## src/rtl/sh_pkg.sv

```systemverilog
// +----------------------------------------------------------------------------+
// | sh_pkg : constants and state encodings shared by the sample/hold RX path   |
// | Rev 1.0                                                                    |
// +----------------------------------------------------------------------------+
`default_nettype none

package sh_pkg;

    localparam int PACKET_SIZE    = 24;
    localparam int PREAMBLE_SIZE  = 8;
    // 1 ms between sample pulses at 10 MHz, shared with the sync FSM.
    localparam int PULSE_INTERVAL = 9999;

    typedef enum logic [1:0] {
        ST_IDLE  = 2'd0,
        ST_ARMED = 2'd1,
        ST_SHIFT = 2'd2,
        ST_DONE  = 2'd3
    } sh_state_t;

endpackage

`default_nettype wire

```

## src/rtl/sh_bit_sync.sv

```systemverilog
// +----------------------------------------------------------------------------+
// | sh_bit_sync : two-flop synchronizer with rising-edge detect on the output  |
// | Rev 1.0                                                                    |
// +----------------------------------------------------------------------------+
`default_nettype none

module sh_bit_sync (
    input  logic clk,
    input  logic rst,
    input  logic i_d,
    output logic o_sync,
    output logic o_rise
);

    logic r_meta;
    logic r_sync;
    logic r_sync_d;

    always_ff @(posedge clk or negedge rst) begin
        if (!rst) begin
            r_meta   <= 1'b0;
            r_sync   <= 1'b0;
            r_sync_d <= 1'b0;
        end else begin
            r_meta   <= i_d;
            r_sync   <= r_meta;
            r_sync_d <= r_sync;
        end
    end

    assign o_sync = r_sync;
    assign o_rise = r_sync & ~r_sync_d;

endmodule

`default_nettype wire

```

## src/rtl/sh_rx_deserializer.sv

```systemverilog
// +----------------------------------------------------------------------------+
// | sh_rx_deserializer : shifts sampled comparator bits into PACKET_SIZE words |
// | Optional macro SH_RX_PARITY_EN adds even-parity check and parity_ok. Rev 1 |
// +----------------------------------------------------------------------------+
`default_nettype none

module sh_rx_deserializer #(
    parameter int PACKET_SIZE = sh_pkg::PACKET_SIZE,
    parameter int SKIP_PULSES = 1,
    parameter int MSB_FIRST   = 1
) (
    input  logic                   clk,
    input  logic                   rst,
    input  logic                   RX,
    input  logic                   sh_en,
    input  logic                   fsm_rst,
    input  logic                   sh_en_done,
    input  logic                   data_in,
    output logic [PACKET_SIZE-1:0] pkt_data,
    output logic                   pkt_valid,
    output logic                   pkt_err,
    output logic [4:0]             bit_cnt
`ifdef SH_RX_PARITY_EN
    ,
    output logic                   parity_ok
`endif
);

    import sh_pkg::*;

    localparam int             SKW          = (SKIP_PULSES < 1) ? 1 : $clog2(SKIP_PULSES + 1);
    localparam logic [SKW-1:0] c_skip_last  = SKW'(SKIP_PULSES);
    localparam logic [4:0]     c_cnt_last   = 5'(PACKET_SIZE - 1);
    localparam logic [4:0]     c_cnt_full   = 5'(PACKET_SIZE);

    sh_state_t              r_state;
    logic                   r_sh_en_prev;
    logic [SKW-1:0]         r_skip;
    logic [PACKET_SIZE-1:0] r_shift;
    logic [PACKET_SIZE-1:0] w_shift_next;
    logic                   w_data_s;
    logic                   w_data_rise_unused;
    logic                   w_done_sync_unused;
    logic                   w_done_rise;
    logic                   w_stb;
    logic                   w_abort;
    logic                   w_partial;

    sh_bit_sync u_data_sync (
        .clk    (clk),
        .rst    (rst),
        .i_d    (data_in),
        .o_sync (w_data_s),
        .o_rise (w_data_rise_unused)
    );

    sh_bit_sync u_done_sync (
        .clk    (clk),
        .rst    (rst),
        .i_d    (sh_en_done),
        .o_sync (w_done_sync_unused),
        .o_rise (w_done_rise)
    );

    always_ff @(posedge clk or negedge rst) begin
        if (!rst) begin
            r_sh_en_prev <= 1'b0;
        end else begin
            r_sh_en_prev <= sh_en;
        end
    end

    // A held-high sh_en yields a single strobe.
    assign w_stb     = sh_en & ~r_sh_en_prev;
    assign w_abort   = ((r_state == ST_ARMED) || (r_state == ST_SHIFT)) && (!RX || w_done_rise);
    assign w_partial = (bit_cnt != 5'd0) && (bit_cnt < c_cnt_full);

    generate
        if (MSB_FIRST != 0) begin : g_msb_first
            assign w_shift_next = {r_shift[PACKET_SIZE-2:0], w_data_s};
        end else begin : g_lsb_first
            assign w_shift_next = {w_data_s, r_shift[PACKET_SIZE-1:1]};
        end
    endgenerate

`ifdef SH_RX_PARITY_EN
    logic w_parity_ok;
    // Last captured bit makes the whole word even, so the XOR of all bits is 0.
    assign w_parity_ok = ~(^r_shift);
`endif

    always_ff @(posedge clk or negedge rst) begin
        if (!rst) begin
            r_state   <= ST_IDLE;
            r_skip    <= '0;
            r_shift   <= '0;
            pkt_data  <= '0;
            pkt_valid <= 1'b0;
            pkt_err   <= 1'b0;
            bit_cnt   <= 5'd0;
`ifdef SH_RX_PARITY_EN
            parity_ok <= 1'b0;
`endif
        end else begin
            pkt_valid <= 1'b0;
            pkt_err   <= 1'b0;
            case (r_state)
                ST_IDLE: begin
                    if (RX && fsm_rst) begin
                        r_state <= ST_ARMED;
                        r_skip  <= '0;
                        r_shift <= '0;
                        bit_cnt <= 5'd0;
                    end
                end
                ST_ARMED: begin
                    if (w_abort) begin
                        r_state <= ST_IDLE;
                        pkt_err <= w_partial;
                    end else if (fsm_rst) begin
                        r_skip  <= '0;
                        r_shift <= '0;
                        bit_cnt <= 5'd0;
                    end else if (w_stb) begin
                        if (r_skip == c_skip_last) begin
                            r_shift <= w_shift_next;
                            bit_cnt <= 5'd1;
                            r_state <= ST_SHIFT;
                        end else begin
                            r_skip <= r_skip + 1'b1;
                        end
                    end
                end
                ST_SHIFT: begin
                    // Abort beats a fresh preamble edge, which beats a strobe.
                    if (w_abort) begin
                        r_state <= ST_IDLE;
                        pkt_err <= w_partial;
                    end else if (fsm_rst) begin
                        r_state <= ST_ARMED;
                        r_skip  <= '0;
                        r_shift <= '0;
                        bit_cnt <= 5'd0;
                    end else if (w_stb) begin
                        r_shift <= w_shift_next;
                        bit_cnt <= bit_cnt + 5'd1;
                        if (bit_cnt == c_cnt_last) begin
                            r_state <= ST_DONE;
                        end
                    end
                end
                ST_DONE: begin
                    pkt_data  <= r_shift;
                    pkt_valid <= 1'b1;
                    r_state   <= ST_IDLE;
`ifdef SH_RX_PARITY_EN
                    parity_ok <= w_parity_ok;
                    pkt_err   <= ~w_parity_ok;
`endif
                end
                default: begin
                    r_state <= ST_IDLE;
                end
            endcase
        end
    end

endmodule

`default_nettype wire

```

## config.mk

```make
export PLATFORM = sky130hd
export DESIGN_NAME = sh_rx_deserializer
export DESIGN_NICKNAME = d
export VERILOG_FILES = /design/src/rtl/sh_pkg.sv /design/src/rtl/sh_bit_sync.sv /design/src/rtl/sh_rx_deserializer.sv
export SDC_FILE = /design/constraint.sdc
export NUM_CORES = 1
export LEC_CHECK = 0
export CAP_MARGIN = 20
export CORE_MARGIN = 2
export CORE_UTILIZATION = 32
export CTS_CLUSTER_SIZE = 10
export DETAILED_ROUTE_END_ITERATION = 8
export SLEW_MARGIN = 0
export SYNTH_ARGS = -nofsm -noshare
export SYNTH_HDL_FRONTEND = slang
export SYNTH_SLANG_ARGS = --single-unit
```

## constraint.sdc

```tcl
create_clock -name clk -period 2.15 [get_ports clk]
set_clock_uncertainty 0.2 [all_clocks]
set_input_delay 0.43 -clock clk [delete_from_list [all_inputs] [get_ports clk]]
set_output_delay 0.43 -clock clk [all_outputs]
set_load 0.01 [all_outputs]
```

==> out/results.tsv <==
stage	metric	value	unit
status	outcome	finished, final reports clean	
global_route	grt_first_pass_wirelength	9630	µm
die	initial_core_util	33.2	%
die	dieArea	9370	µm²
die	core	8300	µm²
placed_design	dp.cells	384	
power_and_ir_drop	leakage	1.54	nW
setup_path	r2r_start	r_state[1]$_DFFE_PN0P_	
run	cap_violations	0	
final_layout	fillers	790	
synthesis	synth_cell_types	38	
hold_path	hold_path_class	reg2reg	
synthesis	avgSynthCellArea	11.4	µm²
die	num_rows	33	
final_layout	nets	306	
setup_path	critPathSlowestCell	clkdlybuf4s50_1	
global_route	antenna_found_initial	0	
routing	dr_wl_met3	274	µm
clocking	clock_latency	0.34	ns
placed_design	place.gp.congestion	0.781	
clocking	clock-sinks	64	
synthesis	synth_area	2760	µm²
synthesis	ys_seq_elements	64	
sta	slew_headroom	77.2	%
clocking	htree_levels	3	
hold_path	min-delay-start	u_data_sync.r_meta$_DFF_PN0_	
setup_path	path_buf_inv	1	
routing	viasPerCell	4.84	
die	die_y	96.8	µm
die	die_w	96.8	µm
power_and_ir_drop	power.total	3.49	mW
setup_path	worstSetupStartpointType	flip-flop	
sta	setup_viol	0	
sta	rsz0062_at_grt	no	
routing	wl_met1	2600	µm
sta	fmax	488	MHz
routing	drtIter0Drc	148	
setup_path	cp_max_fo	9	
synthesis	yosys_warnings	0	
routing	top_layer_used	met4	
sta	period_minus_slack	2.05	ns
power_and_ir_drop	power_density	991	nW/µm²
setup_path	path_class	reg2out	
setup_path	worstPathArrival	1.42	ns
synthesis	yosys.area.top_type	dfrtp_1	
setup_path	reg2reg_slack	0.13	ns
setup_path	slowest_delay	0.59	ns
clocking	cts-root-buf	clkbuf_8	
final_layout	instances_no_fill	400	
sta	hold_violations	0	
final_layout	most-common-layout-cells	dfrtp_1 (64), o21ai_0 (41), clkdlybuf4s50_1 (36), nand2_1 (30), mux2_2 (24)	
routing	routed_wl	5440	µm
sta	worst_pin_slew	0.341	ns
global_route	track_usage	12.8	%
final_layout	syn_to_final_growth	27.7	%
final_layout	num_antenna_cells	0	
setup_path	worst_r2r_endpoint	bit_cnt[2]$_DFFE_PN0P_	
synthesis	seq_area_frac_synth	58.1	%
routing	wl_met2	2520	µm
final_layout	final_common_cell	dfrtp_1	
clocking	cts.path.max_buffers	2	
hold_path	holdPathStages	0	
clocking	clk_pin_slew	0.07	ns
clocking	cts_inserted_buffers	9	
routing	first_pass_iters	4	
routing	ant_nets	0	
global_route	first_global_vias	2011	
synthesis	synth_fp_nets	256	
sta	slew_viol_final	0	
clocking	cts_tree	built	
power_and_ir_drop	ir_worst_vdd	0.000437	V
synthesis	yosysTopAreaCellShare	58.1	%
global_route	overflow	0	
setup_path	cp_top_family	buffers and inverters	
setup_path	crit_chain	clkdlybuf4s50_1	
synthesis	synthCells	242	
placed_design	dp_hpwl	3510	µm
final_layout	drive_above_1_share	20.7	%
routing	vias	1935	
setup_path	crit_required	1.52	ns
global_route	grt_start_max_net_pins	65	
sta	finalCritPeriodShare	95.3	%
setup_path	r2r_cells	8	
sta	hold-worst-slack	0.153	ns
setup_path	worstSetupEndpointType	output port	
routing	drc	0	
synthesis	synth_area_leaders	dfrtp_1 (58%), mux2_2 (9.8%), o21ai_0 (8.2%)	
die	ios	38	
routing	wl_per_cell	13.6	µm
placed_design	portBuffers	37	
hold_path	hold_path_end	u_data_sync.o_sync$_DFF_PN0_	
-- cells in the mapped netlist --
| cell type | n |
|---|---|
| dfrtp_1 | 64 |
| o21ai_0 | 45 |
| nand2_1 | 30 |
| mux2_2 | 24 |
| o21ai_1 | 11 |
| clkbuf_1 | 7 |
| ha_1 | 7 |
| inv_1 | 6 |
| o31ai_1 | 5 |
| a21oi_1 | 3 |
| buf_4 | 3 |
| nand2b_1 | 3 |
| nand3_1 | 3 |
| nor2b_1 | 3 |
| buf_6 | 2 |
| clkbuf_2 | 2 |
| nor2_1 | 2 |
| o21ai_2 | 2 |
| a211oi_1 | 1 |
| a21boi_0 | 1 |
| a2bb2oi_1 | 1 |
| a31oi_1 | 1 |
| buf_8 | 1 |
| mux2i_1 | 1 |
| nand2b_4 | 1 |
| nand4_1 | 1 |
| nand4b_1 | 1 |
| nor2b_2 | 1 |
| nor3_1 | 1 |
| nor4b_1 | 1 |
| o211ai_1 | 1 |
| o211ai_2 | 1 |
| o221ai_1 | 1 |
| o22ai_1 | 1 |
| o311ai_0 | 1 |
| or2_1 | 1 |
| or2b_1 | 1 |
| or3_1 | 1 |
-- where the power goes --
| part | switching, mW | internal (mW) |
|---|---|---|
| clock network | 0.431 | 0.672 |
| registers | 0.0582 | 1.28 |
| logic | 0.634 | 0.413 |
-- how the worst max path moves through the flow --
stage                                 from                      end  cells past startpoint  slack, ns
floorplan           r_state[0]$_DFFE_PN0P_  r_shift[10]$_DFFE_PN0P_                      8       0.22
global placement                        RX   bit_cnt[2]$_DFFE_PN0P_                      7      -0.09
detailed placement                   sh_en   r_shift[2]$_DFFE_PN0P_                      7      -0.16
CTS                 bit_cnt[3]$_DFFE_PN0P_               bit_cnt[3]                      1       0.07
global route        r_state[1]$_DFFE_PN0P_   bit_cnt[4]$_DFFE_PN0P_                      7      0.002
finish              bit_cnt[3]$_DFFE_PN0P_               bit_cnt[3]                      1       0.10
-- logic make-up (layout without fill, tap and decap cells) --
family	count (synthesis)	count (layout)	synth area share (%)
AO/OA/AOI/OAI	75	75	15.4
adder cells (fa/ha/maj)	7	7	3.18
buffers and inverters	21	74	4.31
flip-flops	64	64	58.1
multiplexers	25	25	10.2
AND/OR/NAND/NOR	50	50	8.85
-- per-stage QoR --
stage	utilization, %	area, µm²	TNS [ns]	worst slack (ns)
finish	42.4	3520	0	0.102
global route	42.4	3520	0	0.00199
CTS	42.2	3500	0	0.0690
detailed placement	39.6	3280	-3.00	-0.163
global placement	39.6	3280	-2.13	-0.0911
floorplan	-	2760	0	0.222
-- registers in the layout, summed over array words and instances (netlist names) --
register / count
r_sh_en_prev: 1
u_done_sync.r_sync_d: 1
r_skip: 1
u_data_sync.o_sync: 1
pkt_data: 24
r_state: 2
u_data_sync.r_meta: 1
pkt_err: 1
bit_cnt: 5
pkt_valid: 1
u_done_sync.o_sync: 1
r_shift: 24
u_done_sync.r_meta: 1
-- final cells by class --
cell class / count / area, µm² / area share, %
clock buffer: 11 / 141 / 4.02
clock inverter: 3 / 67.6 / 1.92
inverter: 6 / 22.5 / 0.640
multi-input combinational: 157 / 1040 / 29.7
sequential: 64 / 1600 / 45.5
tap: 105 / 131 / 3.73
timing repair buffer: 54 / 512 / 14.5
-- routing by layer --
metal  GRT usage (%)  vias to the layer above
met2            19.3                       42
met5               0                        -
met4            3.58                        0
met1            16.4                      940
li1                -                      948
met3            6.07                        5
-- what timing repair did --
item | in CTS | in global routing
hold buffers | 1 | 0
hold endpoints to repair | 64 | 0
endpoints found under the setup margin | 0 | 19
setup buffers | 0 | 1
gates resized for setup | 0 | 6
Note: power is estimated with default switching activity, not from simulation.
